`src/rtl/bus_arb_pkg.sv`:
```
// Shared types and helpers for the round-robin bus arbiter.
// Imported by rr_pick and bus_rr_arbiter.
package bus_arb_pkg;

    typedef enum logic [0:0] {ARB_IDLE, ARB_GRANT} arb_state_t;

    function automatic int beat_cnt_w(input int max_burst);
        return $clog2(max_burst + 1);
    endfunction

endpackage

```
`src/rtl/bus_rr_arbiter_rr_pick.sv`:
```
// Combinational requester picker: round-robin search starting after 'start',
// or fixed lowest-index priority when BUS_ARB_FIXED_PRI_EN is defined.
module rr_pick
    import bus_arb_pkg::*;
#(
    parameter int N_REQ = 4,
    parameter int IDX_W = $clog2(N_REQ)
) (
    input  logic [N_REQ-1:0] req,
    input  logic [IDX_W-1:0] start,
    output logic             found,
    output logic [IDX_W-1:0] index
);

    logic [IDX_W-1:0] cand;

`ifdef BUS_ARB_FIXED_PRI_EN
    logic unused_start;
    assign unused_start = ^start;

    // Descending scan so the lowest requesting index is the one left standing.
    always_comb begin
        found = 1'b0;
        index = '0;
        cand  = '0;
        for (int i = N_REQ - 1; i >= 0; i--) begin
            cand = IDX_W'(i);
            if (req[cand]) begin
                found = 1'b1;
                index = cand;
            end
        end
    end
`else
    // Descending offset scan so the nearest requester after 'start' wins;
    // offset N_REQ wraps back onto 'start' itself.
    always_comb begin
        found = 1'b0;
        index = '0;
        cand  = '0;
        for (int k = N_REQ; k >= 1; k--) begin
            cand = IDX_W'((int'(start) + k) % N_REQ);
            if (req[cand]) begin
                found = 1'b1;
                index = cand;
            end
        end
    end
`endif

endmodule

```
`src/rtl/bus_rr_arbiter.sv`:
```
// Round-robin arbiter and data mux for a shared bus with bounded tenures.
// Define BUS_ARB_FIXED_PRI_EN for fixed lowest-index priority selection.
module bus_rr_arbiter
    import bus_arb_pkg::*;
#(
    parameter int N_REQ     = 4,
    parameter int WIDTH     = 8,
    parameter int MAX_BURST = 4
) (
    input  logic                     clk,
    input  logic                     rst,
    input  logic [N_REQ-1:0]         req,
    input  logic [N_REQ-1:0]         last,
    input  logic [N_REQ*WIDTH-1:0]   data_in,
    output logic [N_REQ-1:0]         gnt,
    output logic [WIDTH-1:0]         bus,
    output logic                     bus_valid,
    output logic [$clog2(N_REQ)-1:0] owner
);

    localparam int IDX_W = $clog2(N_REQ);
    localparam int CNT_W = beat_cnt_w(MAX_BURST);
    localparam logic [CNT_W-1:0] CNT_MAX = CNT_W'(MAX_BURST);

    arb_state_t       state, state_n;
    logic [IDX_W-1:0] owner_n;
    logic [N_REQ-1:0] gnt_n;
    logic [CNT_W-1:0] cnt, cnt_n, cnt_inc;
    logic             pick_found;
    logic [IDX_W-1:0] pick_index;

    rr_pick #(.N_REQ(N_REQ), .IDX_W(IDX_W)) u_pick (
        .req   (req),
        .start (owner),
        .found (pick_found),
        .index (pick_index)
    );

    assign cnt_inc = (cnt == '1) ? cnt : cnt + 1'b1;

    always_comb begin
        state_n = state;
        owner_n = owner;
        gnt_n   = gnt;
        cnt_n   = cnt;
        case (state)
            ARB_IDLE: begin
                if (pick_found) begin
                    state_n             = ARB_GRANT;
                    owner_n             = pick_index;
                    gnt_n               = '0;
                    gnt_n[pick_index]   = 1'b1;
                    cnt_n               = '0;
                end
            end
            ARB_GRANT: begin
                // A dropped request ends the tenure without a beat.
                if (!req[owner]) begin
                    state_n = ARB_IDLE;
                    gnt_n   = '0;
                end else begin
                    cnt_n = cnt_inc;
                    if (last[owner] || (cnt_inc == CNT_MAX)) begin
                        state_n = ARB_IDLE;
                        gnt_n   = '0;
                    end
                end
            end
            default: begin
                state_n = ARB_IDLE;
                gnt_n   = '0;
            end
        endcase
    end

    always_ff @(posedge clk) begin
        if (rst) begin
            state <= ARB_IDLE;
            owner <= IDX_W'(N_REQ - 1);
            gnt   <= '0;
            cnt   <= '0;
        end else begin
            state <= state_n;
            owner <= owner_n;
            gnt   <= gnt_n;
            cnt   <= cnt_n;
        end
    end

    assign bus_valid = (state == ARB_GRANT) && req[owner];
    assign bus       = (state == ARB_GRANT) ? data_in[int'(owner)*WIDTH +: WIDTH] : '0;

endmodule
```
`config.mk`:
```
export PLATFORM = sky130hd
export DESIGN_NAME = bus_rr_arbiter
export DESIGN_NICKNAME = d
export VERILOG_FILES = /design/src/rtl/bus_arb_pkg.sv /design/src/rtl/bus_rr_arbiter_rr_pick.sv /design/src/rtl/bus_rr_arbiter.sv
export SDC_FILE = /design/constraint.sdc
export NUM_CORES = 1
export LEC_CHECK = 0
export CAP_MARGIN = 20
export CORE_MARGIN = 3
export CORE_UTILIZATION = 32
export DETAILED_ROUTE_END_ITERATION = 16
export PLACE_DENSITY = 0.82
export SLEW_MARGIN = 20
export SYNTH_ARGS = -nofsm -noshare
export SYNTH_HDL_FRONTEND = slang
export SYNTH_SLANG_ARGS = --single-unit
```
`constraint.sdc`:
```
create_clock -name clk -period 2.3 [get_ports clk]
set_input_delay 0.345 -clock clk [delete_from_list [all_inputs] [get_ports clk]]
set_output_delay 0.345 -clock clk [all_outputs]
set_load 0.03 [all_outputs]
```
### After elaboration in Yosys (flattened, before gate mapping)

Cells that the tools add are included.

| word-level totals | value |
|---|---|
| logic and storage cells | 64 |
| register bits | 10 |
| output and inout bits | 15 |

| operators by class | value |
|---|---|
| mux-type cells | 35 |
| shift-type cells | 1 |
| reductions and logical operators | 6 |
| magnitude comparators | 7 |
| equal/unequal tests | 5 |
| bitwise logic cells | 1 |
| add/subtract/negate cells | 5 |

Operator list:

| cell | number |
|---|---|
| 32-bit by 6-bit indexed part select with 8-bit output | 1 |
| 2-bit by 3-bit less-than comparator with 1-bit output, second input constant | 6 |
| 1-bit 2-to-1 mux | 14 |
| 1-bit binary-select mux with 2-bit select | 6 |
| 4-bit 2-to-1 mux | 3 |
| 3-bit 2-to-1 mux | 3 |
| 2-bit 2-to-1 mux | 4 |
| 8-bit 2-to-1 mux | 1 |
| 4-bit case mux with 2 select lines | 1 |
| 3-bit equality test, second input constant | 2 |
| 3-bit case mux with 2 select lines | 1 |
| 2-bit AND reduction | 3 |
| 2-bit by 1-bit adder with 2-bit output, second input constant | 2 |
| 2-bit adder, second input constant | 2 |
| 3-bit by 1-bit adder with 3-bit output, second input constant | 1 |
| 3-bit by 2-bit != test with 1-bit output, second input constant | 1 |
| 1-bit demux with 2-bit select | 1 |
| 2-bit by 1-bit >= comparator with 1-bit output, second input constant | 1 |
| 1-bit logical AND | 2 |
| 2-bit by 1-bit != test with 1-bit output, second input constant | 1 |
| 2-bit != test, second input constant | 1 |
| 1-bit case mux with 2 select lines | 1 |
| 1-bit logical OR | 1 |
| 1-bit NOT | 1 |

### Logic depth before layout (Yosys ltp)

| logic depth | value |
|---|---|
| word-level depth | 13 |
| depth in mapped cells | 6 |

### Modules after synthesis

Synthesis repeated with hierarchy kept, for this count alone.

| second synthesis, totals | value |
|---|---|
| cell total of the unflattened synthesis | 93 |
| area, all modules | 937.1 um^2 |

By module, submodules not included:

| module | cells each | seq. area each (um^2) | instances | area each (um^2) |
|---|---|---|---|---|
| bus_rr_arbiter | 79 | 200.2 | 1 | 845.8 |
| rr_pick | 14 | 0.0 | 1 | 91.3 |

### Least setup slack after synthesis

Ideal clock, no wire load.

| timing | value |
|---|---|
| path type | reg-to-output |
| start | reg owner[1] |
| end | out bus[0] |
| cell stages (with the launch flop) | 5 |
| arrival time | 1.705 ns |
| path slack | 0.250 ns |
| buffers on the path | 2 |
| path through | dfxtp_1 clkbuf_1 buf_1 mux4_2 and2_1 |

| on the way | value |
|---|---|
| word-level cells in the longest chain between the ends | 2 |

Ends and longest elaborated chain:

| element | line | text |
|---|---|---|
| from (decl) | bus_rr_arbiter.sv:18 | `output logic [$clog2(N_REQ)-1:0] owner` |
| from (signal assigned) | bus_rr_arbiter.sv:79 | `owner <= IDX_W'(N_REQ - 1);` |
| from (signal assigned) | bus_rr_arbiter.sv:84 | `owner <= owner_n;` |
| 32-bit by 6-bit indexed part select with 8-bit output | bus_rr_arbiter.sv:91 | `assign bus = (state == ARB_GRANT) ? data_in[int'(owner)*WIDTH +: WIDTH] : '0;` |
| 8-bit 2-to-1 mux | bus_rr_arbiter.sv:91 |  |
| to (decl) | bus_rr_arbiter.sv:16 | `output logic [WIDTH-1:0] bus,` |

No other way between the ends.

### Final worst setup path

| timing | value |
|---|---|
| start | reg owner[0] |
| end | out bus[7] |

Same word-level chain as after synthesis.

==> impl_metrics.tcl <==
set metrics [dict create \
    die_y_um 56.6 \
    yosys_warnings 0 \
    seq_area_um2 201 \
    path_max_fanout 8 \
    multi_input_area_um2 586 \
    numCtsBuffers 3 \
    clkPwrFrac_pct 22.1 \
    num_vias 905 \
    fin_tns_setup_ns 0 \
    swShare_pct 31.9 \
    drtIter0Drc 26 \
    fmax_ghz 0.462 \
    finalInstanceArea_um2 1490 \
    syn_to_final_growth_pct 81.7 \
    syn_inst 80 \
    grt_max_degree 15 \
    yosysTopAreaCell "mux4_2" \
    core_um2 2320 \
    grt_pass1_wl_um 4360 \
    synth-edff-count 0 \
    fill_cells 198 \
    cts_hold_buf 0 \
    synth_fp_nets 123 \
    synth_top_flop_cell "dfxtp_1" \
    synth.ff_latch_count 10 \
    placement.io_buffers 56 \
    instances_no_fill 171 \
    syn-cell-area_um2 821 \
    cts.sinks 10 \
    cts_setup_buffers 0 \
    cp.arrival_ns 1.82 \
    firstDrtPassIters 4 \
    wl_per_cell_um 15.2 \
    power.density_nw_per_um2 480 \
    combPwrFrac_pct 49.5 \
    nets 187 \
    relSlewSlack_pct 68.3 \
    cts_tree "yes" \
    vias_per_cell 5.29 \
    die_w_um 56.6 \
    n_antenna_cell 0 \
    grt_overflow 0 \
    setup_violations 0 \
    seqPwrFrac_pct 28.4 \
    p_switching_mw 0.228 \
    synth_cell_types 33 \
    cts_resized 9 \
    dieArea_um2 3210 \
    async_flop_share_pct 0 \
    endpoint_kind "output pin" \
    pin_count 57 \
    clk_pin_slew_worst_paths_ns 0.06 \
    synth.top_cell.area_share_pct 27.4 \
    dp_hpwl_um 2190 \
    peakVddDrop_v 0.000370 \
    skew_ns 0.000363 \
    internal_power_mw 0.487 \
    slew_violations 0 \
    min_period_ns 2.17 \
    post-route-util_pct 64.3 \
    finalHoldViolCount 0 \
    dpl_cell_area_um2 1470 \
    place_congestion 0.795 \
    antenna_found_initial 0 \
    worstSkewPairLatency_ns 0.27 \
    outcome "finished clean" \
    row_count 17 \
    rsz0062_at_grt "no" \
    tightest_slew_ns 0.472 \
    ys_top_cells_by_count "dfxtp_1, mux4_2, and2_1" \
    design_power_total_mw 0.715 \
    p_leak_nw 0.609 \
    synth_area_per_cell_um2 10.3 \
    start_util_pct 35.4 \
    drc 0 \
    finalCritPeriodShare_pct 94.1 \
    clockBufferDepth 2 \
    htreeDepth 1 \
    critPathLaunchType "register" \
    critPathRequiredTime_ns 1.96 \
    ys_seq_area_share_pct 24.4 \
    grt_pass1_vias 957 \
    wirelength_um 2600 \
    synth.area.top_cells "mux4_2, dfxtp_1, and2_1" \
    grt_usage_pct 17.5 \
    drv_cap 0 \
    cts-root-buf "clkbuf_4" \
    drive_above_1_share_pct 20.3 \
    critPathKind "register to output pin" \
    dpl.cell_count 167 \
    postRouteAntennaNets 0 \
    hp-class "register to register" \
]
critical path: stages (launching register included):
cell,delay (ns)
dfxtp_2,0.38
buf_12,0.15
mux4_2,0.50
and2_1,0.17
dlygate4sd2_1,0.34
state kept, by name (all words and copies together) (netlist names):
name,flops
gnt,4
owner,2
state,1
cnt,3
cell families after synthesis:
group | synth area share, %
AO/OA/AOI/OAI | 13.9
buffers and inverters | 4.27
multiplexers | 31.3
adder cells (fa/ha/maj) | 1.52
AND/OR/NAND/NOR | 24.7
flip-flops | 24.4
metrics by stage:
step	worst slack [ns]	hold slack, ns
after global routing	0.0687	0.486
after floorplan	0.250	0.417
final	0.135	0.467
after global placement	-0.0374	0.455
after detailed placement	-0.0524	0.452
after CTS	0.0433	0.475
power groups by stage:
stage / Combinational (mW) / Sequential (mW) / Clock (mW)
3_3_place_gp: 0.363 / 0.206 / 0
6_report: 0.354 / 0.203 / 0.158
4_1_cts: 0.357 / 0.203 / 0.158
2_1_floorplan: 0.184 / 0.221 / 0
3_5_place_dp: 0.368 / 0.207 / 0
5_1_grt: 0.380 / 0.206 / 0.171
cell type report:
| cell class | count | area share (%) |
|---|---|---|
| repair buffers | 65 | 42.2 |
| inverters | 1 | 0.252 |
| well taps | 28 | 2.35 |
| clock buffers | 4 | 2.43 |
| flip-flops and latches | 10 | 13.5 |
| multi-input cells | 63 | 39.3 |
worst paths after layout:
path	from	to	slack, ns	cells after the start
min reg2reg	gnt[3]$_SDFFE_PP0P_	gnt[3]$_SDFFE_PP0P_	0.47	1
max	owner[0]$_SDFFE_PP1P_	bus[7]	0.13	4
max reg2reg	owner[0]$_SDFFE_PP1P_	gnt[2]$_SDFFE_PP0P_	0.45	5
min	gnt[3]$_SDFFE_PP0P_	gnt[3]$_SDFFE_PP0P_	0.47	1
placed cells by master (no fill, tap or decap), types with 2 or more instances in the layout:
master	n
nor2_1	4
o2bb2ai_1	4
nand2b_1	2
and2_1	8
o211ai_1	2
nand2_1	5
clkbuf_4	3
dfxtp_1	9
mux4_2	10
a21oi_1	3
or2_2	2
nor4bb_1	3
nand3_1	2
mux2i_1	2
clkdlybuf4s50_1	47
nor4_1	2
dlygate4sd2_1	9
buf_4	8
metal layers:
layer	vias up	wire [µm]	track usage [%]
met5	-	0	0
met4	0	34	5.08
met3	4	252	5.52
met2	51	1240	31.0
met1	413	1070	19.7
li1	437	-	-
(Power assumes the default switching activity.)
==> patch 1: new RTL, same settings <==
The option `BUS_ARB_FIXED_PRI_EN` is turned on by a define.
--- a/src/rtl/bus_rr_arbiter_rr_pick.sv
+++ b/src/rtl/bus_rr_arbiter_rr_pick.sv
@@ -2,2 +2,4 @@
 // or fixed lowest-index priority when BUS_ARB_FIXED_PRI_EN is defined.
+`define BUS_ARB_FIXED_PRI_EN
+
 module rr_pick
Behaviour: not the same (a bounded check fails within 4 cycles, from zero or initial values and one cycle with rst high).
==> patch 1 against the unedited design <==
Via count grew 5.2%. Critical path depth unchanged. Wire length is 16% higher. Count of clock-buffer cells in the layout stayed put. Area after synthesis is 2.4% higher. Sequential cell count is the same. Worst setup slack improved by 0.021 ns. Cell area up 0.17%. Power is 3.1% lower. Core utilization fell by 0.48 points. Largest power group unchanged. Highest routed layer unchanged.
==> patch 1: results (changes against the unedited design) <==
sequential area share after synthesis=23.8% (was 24.4%); post-CTS setup buffer count=0 (unchanged); WHS Endpoint=gnt[3] (unchanged); Post-synth ARST share=0% (unchanged); GPL Wtd Cong=0.751 (was 0.795); Hold Crit Start=gnt[3] (unchanged); vias in the first global route=961 (was 957); worst r2r path cells=5 (unchanged); Reg clk slew, reported paths=0.08 ns (was 0.06 ns); CTS root buf=clkbuf_4 (unchanged); buffers added on ports=56 (unchanged); VDD IR max=0.000369 V (was 0.000370 V); Finished Layout Cells=176 (was 171); Worst Skew=0.0111 ns (was 0.000363 ns); top area cells in the synthesized netlist=mux4_2, dfxtp_1, and2_1 (unchanged); HPWL after DPL=2460 um (was 2190 um); Total GRT Usage=19.0% (was 17.5%); crit path DAT=1.80 ns (was 1.82 ns); total iterations of the first detailed-routing run=4 (unchanged); RR Endpoint=cnt[1] (was gnt[2]); antenna diode count=0 (unchanged); Nets=192 (was 187); slowest stage delay, CP=0.50 ns (about the same); min-delay worst type=flip-flop to flip-flop (unchanged); worst hold path depth=2 (was 1); yosys warns=0 (unchanged); largest net degree at the start of global routing=21 (was 15); biggest regs=gnt: 4 flops, cnt: 3 flops, owner: 2 flops (unchanged); Post-synth EDFFs=0 (unchanged); Clock Tree Buf Depth=2 (unchanged); first-pass GRT wire length=4910 um (was 4360 um); Post-Place Worst Slack=-0.0380 ns (was -0.0524 ns); CTS Buf Count=3 (unchanged); Vias/cell=5.41 (was 5.29); Post-synth top cells=dfxtp_1, mux4_2, and2_1, clkbuf_1 (was dfxtp_1, mux4_2, and2_1, nand2_1); Post-synth top flop=dfxtp_1 (unchanged); antenna violations before repair=0 (unchanged); wire length per cell=17.1 um (was 15.2 um); Placed Area=1470 um^2 (about the same); Worst-Skew Late Latency=0.28 ns; Leak=0.606 nW (was 0.609 nW); Mapped Avg Cell Area=9.66 um^2 (was 10.3 um^2); Placed Cells=172 (was 167); reg2reg setup slack=0.55 ns (was 0.45 ns); critical path's slowest cell=mux4_2 (unchanged); Period minus WS final=2.14 ns (was 2.17 ns); Distinct cells, synth=34 (was 33); post-synth net total=130 (was 123); status=finished clean (unchanged); share of layout cells above drive strength 1=18.9% (was 20.3%); CP Launch Point=owner[0] (unchanged); Critical Path Fanout Max=6 (was 8); initial DRC count=34 (was 26); H-tree depth=1 (unchanged); Worst Tran Pin Value=0.576 ns (was 0.472 ns); RR Startpoint=owner[1] (was owner[0])
## patch 1: worst max path at each step
stage | end | cells past startpoint
finish | bus[4] | 4
CTS | bus[0] | 4
global route | bus[4] | 4
detailed placement | bus[4] | 4
global placement | bus[4] | 4
floorplan | bus[0] | 3
## patch 1: where the power goes
group / leakage [nW] / internal, mW / switching [mW]
Combinational: 0.503 / 0.180 / 0.144
Clock: 0.0210 / 0.0963 / 0.0707
Sequential: 0.0818 / 0.185 / 0.0169
## patch 1: worst max-delay path, delay by kind of cell (launching register included)
kind | cells | cell delay, ns
simple gates | 1 | 0.16
mux | 1 | 0.50
buf+inv | 2 | 0.52
flops | 1 | 0.33
## patch 1: cell type report
cell class	instances	area, um^2
multi-input cells	64	587
clock buffers	4	36.3
fillers	197	846
repair buffers	65	616
inverters	5	18.8
well taps	28	35.0
flip-flops and latches	10	201
## patch 1: per-layer routing
layer,track usage [%],wire length [um],vias up
li1,-,-,456
met1,21.1,1090,465
met4,1.99,21,0
met2,37.5,1780,29
met5,0,0,-
met3,4.30,132,2
## patch 1: logic make-up after synthesis
kind of cell | after synthesis | share of synthesized area [%]
and+or+nand+nor | 31 | 20.2
AOI/OAI and AO/OA | 19 | 17.9
buffers and inverters | 13 | 6.40
muxes | 12 | 29.2
DFF | 10 | 23.8
xor gates and xnor gates | 1 | 1.04
adders and majority gates | 1 | 1.49
## patch 1: what timing repair did
| item | CTS | global route |
|---|---|---|
| hold buffers | 0 | 0 |
| setup endpoints to repair | 9 | 0 |
| resized for setup | 9 | 0 |
## patch 1: per-stage QoR
stage	setup TNS [ns]	hold slack [ns]
6_report	0	0.502
5_1_grt	0	0.560
4_1_cts	0	0.506
3_5_place_dp	-0.0525	0.496
3_3_place_gp	0	0.486
2_1_floorplan	0	0.431
==> patch 2: new RTL, config.mk and constraints unchanged <==
Without the edit above. Reset style: asynchronous (`rst`), changed in one clocked block.
--- a/src/rtl/bus_rr_arbiter.sv
+++ b/src/rtl/bus_rr_arbiter.sv
@@ -75,3 +75,3 @@
 
-    always_ff @(posedge clk) begin
+    always_ff @(posedge clk or posedge rst) begin
         if (rst) begin
Function: differs if rst is asserted again (counterexample within 4 cycles, from zero or initial values and one cycle with rst high); with rst held inactive, the same outputs for 10 cycles.
==> patch 2 against the unedited design <==
Sequential cell count unchanged. Core utilization is 3.1 points lower. Wire length rose by 2.0%. Worst setup slack lost 0.068 ns. Critical path depth stayed put. Area after synthesis up 5.2%. Cell area is 3.5% higher. Register-to-register slack got worse by 0.21 ns.
Power is not compared: it rests on default switching activity, and its combinational part moved more than twofold at a synthesized area within 25%.
==> patch 2: results (changes against the unedited design) <==
post-cts sizing count=24 (was 9); Reg clk slew, reported paths=0.07 ns; status=finished clean (unchanged); RR Endpoint=gnt[1] (was gnt[2]); GPL Wtd Cong=0.833 (was 0.795); CTS Buf Count=3 (unchanged); sequential area share after synthesis=29.3% (was 24.4%); reg2reg setup slack=0.24 ns (was 0.45 ns); Placed Cells=172 (was 167); top area cells in the synthesized netlist=mux4_2, dfrtp_1, dfstp_2 (was mux4_2, dfxtp_1, and2_1); internal power=1.01 mW; post-synth net total=123 (unchanged); VDD IR max=0.000972 V; first-pass GRT wire length=4320 um (was 4360 um); Post-synth ARST share=100% (was 0%); M1 GR Usage=19.7% (about the same); share of layout cells above drive strength 1=28.8% (was 20.3%); total iterations of the first detailed-routing run=4 (unchanged); Distinct cells, synth=29 (was 33); met3 usage=3.12% (was 5.52%); Worst-Skew Late Latency=0.27 ns (about the same); crit path DAT=1.89 ns (was 1.82 ns); met2 wire len=1340 um (was 1240 um); HPWL after DPL=2230 um (was 2190 um); Slew headroom=35.3% (was 68.3%); fillers=215 (was 198); Post-synth top flop=dfrtp_1 (was dfxtp_1); worst r2r path cells=6 (was 5); Post-Place Worst Slack=-0.0644 ns (was -0.0524 ns); top layer in use=met4 (unchanged); Finished Layout Cells=176 (was 171); CTS root buf=clkbuf_4 (unchanged); met2 global-route usage=30.5% (was 31.0%); Worst Skew=0.00371 ns (was 0.000363 ns); wire length per cell=15.1 um (was 15.2 um); Nets=190 (was 187); met3 wire length=238 um (was 252 um); min-delay worst type=primary input to asynchronous set/reset pin (was flip-flop to flip-flop); largest net degree at the start of global routing=13 (was 15); DRT met1 WL=1050 um (was 1070 um); Leak=0.651 nW; Placed Area=1530 um^2 (was 1470 um^2); biggest regs=gnt: 4 flops, cnt: 3 flops, owner: 2 flops (unchanged); vias in the first global route=990 (was 957); RR Startpoint=owner[0] (unchanged); Total GRT Usage=16.4% (was 17.5%); antenna diode count=0 (unchanged); Mapped Avg Cell Area=10.8 um^2 (was 10.3 um^2); initial DRC count=50 (was 26); Post-synth top cells=mux4_2, and2_1, dfrtp_1, nand2_1, nor2_1 (was dfxtp_1, mux4_2, and2_1, nand2_1); routed vias=925 (was 905); H-tree depth=1 (unchanged)
patch 2: stage by stage:
step	utilization (%)	power, mW	setup TNS [ns]	hold slack, ns
floorplan	-	1.19	0	0.184
global route	61.2	1.95	0	0.376
detailed placement	60.8	1.73	-0.114	0.485
finish	61.2	1.82	0	0.354
global placement	60.8	1.70	-0.0197	0.485
CTS	62.5	1.87	0	0.360
patch 2: power by group through the flow:
stage	clock (mW)	sequential, mW	combinational, mW
2_1_floorplan	0	0.415	0.778
3_3_place_gp	0	0.367	1.34
3_5_place_dp	0	0.370	1.36
4_1_cts	0.163	0.368	1.34
5_1_grt	0.170	0.382	1.39
6_report	0.158	0.365	1.30
patch 2: cells by family (layout without fill, tap and decap cells):
group / Yosys count / in the layout / share of synthesized area, %
multiplexers: 13 / 13 / 29.7
buffers and inverters: 10 / 76 / 4.78
AO/OA/AOI/OAI: 15 / 15 / 12.9
flip-flops: 10 / 10 / 29.3
adder cells (fa/ha/maj): 1 / 1 / 1.45
AND/OR/NAND/NOR: 31 / 31 / 21.9
patch 2: area by class of cell:
class                           count  area [um^2]  area share (%)
Sequential cell                    10          253            16.4
Timing Repair Buffer               67          629            40.8
Inverter                            5         18.8            1.22
Clock buffer                        4         36.3            2.35
Tap cell                           30         37.5            2.43
Multi-Input combinational cell     60          569            36.9
patch 2: worst max-delay path by stage:
stage          startpoint        end  slack, ns
6_report         owner[0]     bus[3]       0.07
5_1_grt          owner[0]     bus[3]      0.002
4_1_cts          owner[0]     bus[7]      0.001
3_5_place_dp       req[3]  bus_valid      -0.06
3_3_place_gp       req[3]  bus_valid      -0.02
2_1_floorplan    owner[1]     bus[0]       0.18
patch 2: critical path, cell delays in order, from the launching register on:
cell,delay (ns)
dfstp_2,0.55
buf_12,0.14
mux4_2,0.48
and2_1,0.17
clkdlybuf4s15_2,0.28
